**config.mk**
```make
export PLATFORM = sky130hd
export DESIGN_NAME = lp805x_sfr_arb
export DESIGN_NICKNAME = d
export VERILOG_FILES = /design/src/rtl/lp805x_sfr_arb.sv
export SDC_FILE = /design/constraint.sdc
export NUM_CORES = 1
export LEC_CHECK = 0
export ABC_AREA = 1
export CORE_MARGIN = 2
export CORE_UTILIZATION = 44
export CTS_CLUSTER_SIZE = 25
export DETAILED_ROUTE_END_ITERATION = 7
export PLACE_DENSITY = 0.81
export SLEW_MARGIN = 20
export SYNTH_ARGS = -nofsm -noshare
export SYNTH_HDL_FRONTEND = slang
export SYNTH_SLANG_ARGS = --single-unit
```
**constraint.sdc**
```tcl
create_clock -name clk -period 2 [get_ports clk]
set_clock_uncertainty 0.05 [all_clocks]
set_input_delay 0.3 -clock clk [delete_from_list [all_inputs] [get_ports clk]]
set_output_delay 0.3 -clock clk [all_outputs]
set_load 0.05 [all_outputs]
```
**src/rtl/lp805x_sfr_arb.sv**
```systemverilog
// lp805x_sfr_arb: round-robin arbiter that sequences one shared SFR access channel.
// state  | meaning: IDLE pick winner | ACCESS p_sel held, await p_rdy | DONE one-cycle completion
module lp805x_sfr_arb #(
  parameter int NREQ = 4,
  parameter int AW   = 8,
  parameter int DW   = 8,
  parameter int TMO  = 15
) (
  input  logic               clk,
  input  logic               rst,
  input  logic [NREQ-1:0]    req,
  input  logic [NREQ-1:0]    wr,
  input  logic [NREQ*AW-1:0] addr,
  input  logic [NREQ*DW-1:0] wdat,
  output logic [NREQ-1:0]    gnt,
  output logic [NREQ-1:0]    done,
  output logic [DW-1:0]      rdat,
  output logic               err,
  output logic               p_sel,
  output logic               p_wr,
  output logic [AW-1:0]      p_addr,
  output logic [DW-1:0]      p_wdat,
  input  logic               p_rdy,
  input  logic [DW-1:0]      p_rdat
);
  localparam int PW = (NREQ > 1) ? $clog2(NREQ) : 1;

  typedef enum logic [1:0] {IDLE, ACCESS, DONE} state_t;

  state_t        state;
  logic [PW-1:0] ptr;
  logic [PW-1:0] widx;
  logic [PW-1:0] win;
  logic [PW:0]   idx;
  logic [7:0]    cnt;
  logic          found;
  logic          sel_wr;
  logic [AW-1:0] sel_addr;
  logic [DW-1:0] sel_wdat;

  // Scan ptr, ptr+1, ... with wrap; first requester found wins.
  always_comb begin
    found = 1'b0;
    win   = '0;
    idx   = '0;
    for (int i = 0; i < NREQ; i++) begin
      idx = {1'b0, ptr} + (PW+1)'(i);
      if (idx >= (PW+1)'(NREQ)) idx = idx - (PW+1)'(NREQ);
      if (!found && req[idx[PW-1:0]]) begin
        found = 1'b1;
        win   = idx[PW-1:0];
      end
    end
  end

  always_comb begin
    sel_wr   = 1'b0;
    sel_addr = '0;
    sel_wdat = '0;
    for (int i = 0; i < NREQ; i++) begin
      if (win == PW'(i)) begin
        sel_wr   = wr[i];
        sel_addr = addr[i*AW +: AW];
        sel_wdat = wdat[i*DW +: DW];
      end
    end
  end

  always_ff @(posedge clk or posedge rst) begin
    if (rst) begin
      state  <= IDLE;
      ptr    <= '0;
      widx   <= '0;
      cnt    <= '0;
      gnt    <= '0;
      done   <= '0;
      rdat   <= '0;
      err    <= 1'b0;
      p_sel  <= 1'b0;
      p_wr   <= 1'b0;
      p_addr <= '0;
      p_wdat <= '0;
    end else begin
      case (state)
        IDLE: begin
          done <= '0;
          if (found) begin
            gnt    <= NREQ'(1) << win;
            widx   <= win;
            p_wr   <= sel_wr;
            p_addr <= sel_addr;
            p_wdat <= sel_wdat;
            p_sel  <= 1'b1;
            err    <= 1'b0;
            cnt    <= '0;
            state  <= ACCESS;
          end
        end
        ACCESS: begin
          // p_rdy takes priority over a coincident timeout.
          if (p_rdy) begin
            if (!p_wr) rdat <= p_rdat;
            p_sel <= 1'b0;
            done  <= gnt;
            state <= DONE;
          end else if (cnt == 8'(TMO-1)) begin
            if (!p_wr) rdat <= '1;
            p_sel <= 1'b0;
            err   <= 1'b1;
            done  <= gnt;
            state <= DONE;
          end else begin
            cnt <= cnt + 8'd1;
          end
        end
        DONE: begin
          done  <= '0;
          gnt   <= '0;
          ptr   <= (widx == PW'(NREQ-1)) ? '0 : widx + PW'(1);
          state <= IDLE;
        end
        default: state <= IDLE;
      endcase
    end
  end
endmodule

```
# Yosys cells after proc, flatten, opt, wreduce, memory -nomap -nowiden
# Index checks and enable logic that the tools add are counted.
[totals] reg_bits=49 out_inout_bits=35 elab_cells=123 input_bits=83
[classes] muxes=58 n_addsub=9 magnitude_cmp=8 reduce_logical=21 eq_ne=14 shifts=1
[ops] operator="2-to-1 mux 8 bit" n=15
[ops] operator="2-to-1 mux 2 bit" n=12
[ops] operator="2-to-1 mux 1 bit" n=18
[ops] operator="one-hot mux 4 bit (2 select lines)" n=2
[ops] operator="one-hot mux 8 bit (2 select lines)" n=1
[ops] operator="less-than comparator 2 x 3 -> 1 bit (second input constant)" n=4
[ops] operator="2-to-1 mux 4 bit" n=3
[ops] operator="!= test 2 bit (second input constant)" n=6
[ops] operator="AND reduction 4 bit" n=3
[ops] operator=">= comparator 3 bit (second input constant)" n=3
[ops] operator="adder 8 x 1 -> 8 bit (second input constant)" n=1
[ops] operator="binary-select mux 1 bit (select 2 bit)" n=4
[ops] operator="== test 2 bit (second input constant)" n=4
[ops] operator="== test 8 x 4 -> 1 bit (second input constant)" n=1
[ops] operator="AND reduction 2 bit" n=4
[ops] operator="nonzero test 2 bit" n=4
[ops] operator="subtractor 2 x 1 -> 2 bit (second input constant)" n=4
[ops] operator="adder 2 x 2 -> 3 bit (second input constant)" n=2
[ops] operator="== test 2 x 1 -> 1 bit (second input constant)" n=2
[ops] operator="zero test 2 bit" n=2
[ops] operator="one-hot mux 1 bit (2 select lines)" n=2
[ops] operator="one-hot mux 2 bit (2 select lines)" n=1
[ops] operator="left shift 1 x 2 -> 4 bit (first input constant)" n=1
[ops] operator="adder 2 x 1 -> 3 bit (second input constant)" n=1
[ops] operator="other kinds (7)" n=11

# Logic depth before layout (Yosys ltp)
[logic_depth] ltp_word=19 ltp_mapped=16 ltp_nobuf=15

# Worst setup path before layout
# Ideal clock, no wire load.
[synth_path] path_kind="register to register" from="reg ptr[0]" to="reg p_addr[0]" arrival_ps=1645 period_less_slack_ps=1812 path_buffers=1 required_ps=1832 stages_incl_launch_ff=16 setup_time_ps=118 slack_ps=188 path_cell_list="dfrtp_1 > inv_2 > nand2_1 > nand2_1 > nand2_1 > nand2_1 > nor2_1 > nor2_1 > nand2_2 > nand2_4 > inv_4 > nand2_4 > buf_2 > nand4_1 > nand2_1 > nand2_1"
[synth_between] elab_chain_cells=19 elab_cells_between_ends=46 classes_between="add/sub: 7; order compare: 4; eq/ne: 3; mux: 24; reduce/logical: 8"
[synth_rtl] item="start, declared" line="31" source="logic [PW-1:0] ptr;"
[synth_rtl] item="start signal, assigned" line="119" source="ptr <= (widx == PW'(NREQ-1)) ? '0 : widx + PW'(1);"
[synth_rtl] item="parallel branches: the longest is 19 deep, another holds adder 2 x 1 -> 3 bit"
[synth_rtl] item="end signal, assigned" line="91" source="p_addr <= sel_addr;"
[synth_rtl] item="end, declared" line="21" source="output logic [AW-1:0] p_addr,"
# Parallel ways; which one is timed is not known. The select of a mux whose other input is x is not followed.
# A chain may end at the register's enable or synchronous reset.

# Worst setup path after layout
[layout_path] from="reg ptr[0]" to="reg p_wdat[3]"
[layout_between] elab_chain_cells=19 elab_cells_between_ends=46 classes_between="add/sub: 7; order compare: 4; eq/ne: 3; mux: 24; reduce/logical: 8"
[layout_rtl] item="parallel branches: the longest is 19 deep, another holds adder 2 x 1 -> 3 bit"
[layout_rtl] item="end signal, assigned" line="92" source="p_wdat <= sel_wdat;"
[layout_rtl] item="end, declared" line="22" source="output logic [DW-1:0] p_wdat,"
# Parallel ways; which one is timed is not known. The select of a mux whose other input is x is not followed.

==> reports/results.ini <==
[setup_path]
critical_path.slowest_cell=dfrtp_2
worst_ep_required_time_ns=2.16
timing.critical_path.fanout_max=9
crit-reg2reg-launch=ptr[0]$_DFFE_PP0P_
endpoint_type_of_the_worst_setup_path=register
reg2reg_depth=13
timing.critical_path.mode_cell=nand2_1
timing.rr.end=p_wdat[3]$_DFFE_PP0P_
startpoint_type_of_the_worst_setup_path=register
timing.critical_path.arrival_ns=2.26
crit_end=p_wdat[3]$_DFFE_PP0P_
timing.critical_path.slowest_cell_delay_ns=0.49
path_class=reg2reg
critPathLaunch=ptr[0]$_DFFE_PP0P_
crit_path_cell_trace=inv_4 -> nand2_1 -> nand2_1 -> nand2_1 -> nand2_1 -> nand4_1 -> nand3_4 -> nand2_8 -> clkbuf_16 -> o21ai_2 -> inv_1 -> nand2_1 -> nand2_1
worst-r2r-setup-slack_ns=-0.10

[clocking]
cts-hold-fix-buffers=0
clkLatencyLatePin_ns=0.31
h-tree-depth=2
cts_root_buffer=clkbuf_8
worst_setup_hold_path_clk_slew_ns=0.09
tritoncts=done
cts_buffers=5
numClockSinks=49
cts_max_path_buffers=2

[die]
ios=118
floorplan.die_area_sq_mm=0.00742
chipHeight_microns=86.1
start_util_pct=46.2
die_width_microns=86.1
floorplan.rows=29
fp.coreArea_sq_mm=0.00642

[timing]
worst_hold_margin_ns=0.279
hold_viol=0
finalSetupViolations=17
final_period_minus_worst_setup_slack_ns=2.10
worst_slew_margin_rel_pct=62.7
max_freq_mhz=476
worst_slew_pin_slew_ns=0.558
final_max_slew_viol_count=0
setup-tns-final_ns=-0.973
finalWorstSetupSlack_ns=-0.101
grt_setup_unrepaired=yes
min_period_over_period_pct=105

[detailed_routing]
ant_nets=0
number_of_iterations_in_the_first_detailed_routing_pass=4
drt-wirelength-per-cell_microns=14.3
drc=0
drt_iter0_drc=177
vias=3346
detail_route.wirelength_microns=9020
via_per_inst=5.30

[grt]
grt_start_max_net_pins=50
globalRouteTotalUtil_pct=23.7
initial_antenna_violation_count=0
via_count_of_the_first_global_routing_pass=3148
grt_overflow=0
first_pass_grt_wire_length_microns=14000

[placement]
place_area_sq_mm=0.00435
placement.io_buffers=117
place_congestion=0.882
placedCellCount=618
dpl_ws_ns=-0.281
dpl.hpwl_microns=6460

[final_layout]
fin_util_pct=72.5
finalNetCount=639
drive_above_1_share_pct=14.8
final_common_cell=nand2_1
fillCellCount=480
antenna_cells_inserted=0
area_growth_pct=56.8
layout.cells.most_common_list=nand2_1, clkdlybuf4s50_1, nand3_1
finalInstanceArea_sq_mm=0.00465
final_cell_count_no_fill=631

[power]
power.net_switching_mw=4.55
power-per-cell-area_mw_per_mm2=1870
max-vdd-ir-drop_mv=0.918
power_mw=8.69
p_leak_nw=2.23
clkPwrFrac_pct=6.8
portion_of_total_power_attributed_to_combinational_logic_pct=73.5
power_switching_share_pct=52.4
sequentialPowerShare_pct=19.6
power_report.internal_total_mw=4.14

[logic_synthesis]
synth_seq_area_share_pct=41.3
postSynthCellCount=416
postSynthRegisterBits=49
synth.distinct_cells=30
synthesis.area_per_instance_sq_um=7.13
netlist_area_sq_mm=0.00297
syn-num-nets=502
synth_warnings=0

[job]
max_cap_viol_count=0

[hold_path]
hold_class=in2async

[run_status]
failed_checks=setup timing
status=finished, violations left

[state kept, by name, indices dropped and copies added, names as in the netlist]
| register | count |
|---|---|
| cnt | 8 |
| ptr | 2 |
| p_addr | 8 |
| done | 4 |
| p_wdat | 8 |
| p_sel | 1 |
| p_wr | 1 |
| rdat | 8 |
| gnt | 4 |
| widx | 2 |
| err | 1 |
| state | 2 |
[cells by family (layout without fill, tap and decap cells)]
group / Yosys count / after routing / share of synthesized area (%)
adders and majority gates: 3 / 3 / 1.26
xor gates and xnor gates: 1 / 1 / 0.295
and+or+nand+nor: 233 / 233 / 35.3
AOI/OAI and AO/OA: 61 / 61 / 11.0
DFF: 49 / 49 / 41.3
buffers and inverters: 69 / 207 / 10.8
[synth_stat cells (all sizes together)]
library cell | n | area share, %
nand2 | 142 | 19
nand3 | 53 | 9.1
dfrtp | 49 | 41
inv | 49 | 6.3
o21ai | 49 | 8.3
nand4 | 20 | 4.2
buf | 15 | 3.8
nor2 | 14 | 2.3
clkbuf | 5 | 0.63
o31ai | 4 | 1.0
a21oi | 3 | 0.51
ha | 3 | 1.3
o22ai | 2 | 0.42
o32ai | 2 | 0.59
a21boi | 1 | 0.25
nand3b | 1 | 0.25
nor3 | 1 | 0.17
nor4 | 1 | 0.21
or2 | 1 | 0.21
xor2 | 1 | 0.30
[layer usage]
layer	share of wire, %	global-route usage [%]	routed length [microns]	up-vias
met2	53	42.8	4790	127
li1	-	-	-	1629
met5	0	0	0	-
met4	1.6	7.36	142	0
met3	7.8	7.41	708	13
met1	37	26.6	3380	1577
[area by class of cell]
cell class | count | area (sq um) | area share, %
multi-input cells | 298 | 1530 | 33.0
clock buffers | 6 | 72.6 | 1.56
repair buffers | 150 | 1520 | 32.6
well taps | 77 | 96.3 | 2.07
flip-flops and latches | 49 | 1230 | 26.4
clock inverters | 2 | 13.8 | 0.296
inverters | 49 | 189 | 4.06
[power by group through the flow]
stage,combinational [mW],sequential [mW],clock [mW]
3_3_place_gp,5.61,1.69,0
2_1_floorplan,2.95,2.64,0
3_5_place_dp,5.75,1.70,0
5_1_grt,6.95,1.75,0.639
6_report,6.39,1.70,0.594
4_1_cts,5.85,1.69,0.603
[worst min-delay path by stage]
stage	from	to	slack [ns]	cells past startpoint
global route	rst	rdat[1]$_DFFE_PP0P_	0.32	3
floorplan	p_rdat[0]	rdat[0]$_DFFE_PP0P_	0.38	2
detailed placement	p_addr[0]$_DFFE_PP0P_	p_addr[0]$_DFFE_PP0P_	0.42	2
global placement	p_wdat[3]$_DFFE_PP0P_	p_wdat[3]$_DFFE_PP0P_	0.41	2
CTS	rst	rdat[1]$_DFFE_PP0P_	0.29	3
finish	rst	p_wr$_DFFE_PP0P_	0.28	3
[worst max-delay path: cells and delay by family (launching register included)]
kind            cells  cell delay [ns]
buf+inv             3             0.36
compound gates      1             0.11
flops               1             0.49
simple gates        9             0.99
[what timing repair did]
item	CTS	global route
gates cloned	0	2
pin swaps	3	7
buffers inserted	0	3
setup endpoints to repair	23	35
hold endpoints to repair	0	0
resized for setup	10	34
Note: power is estimated with default switching activity, not from simulation.
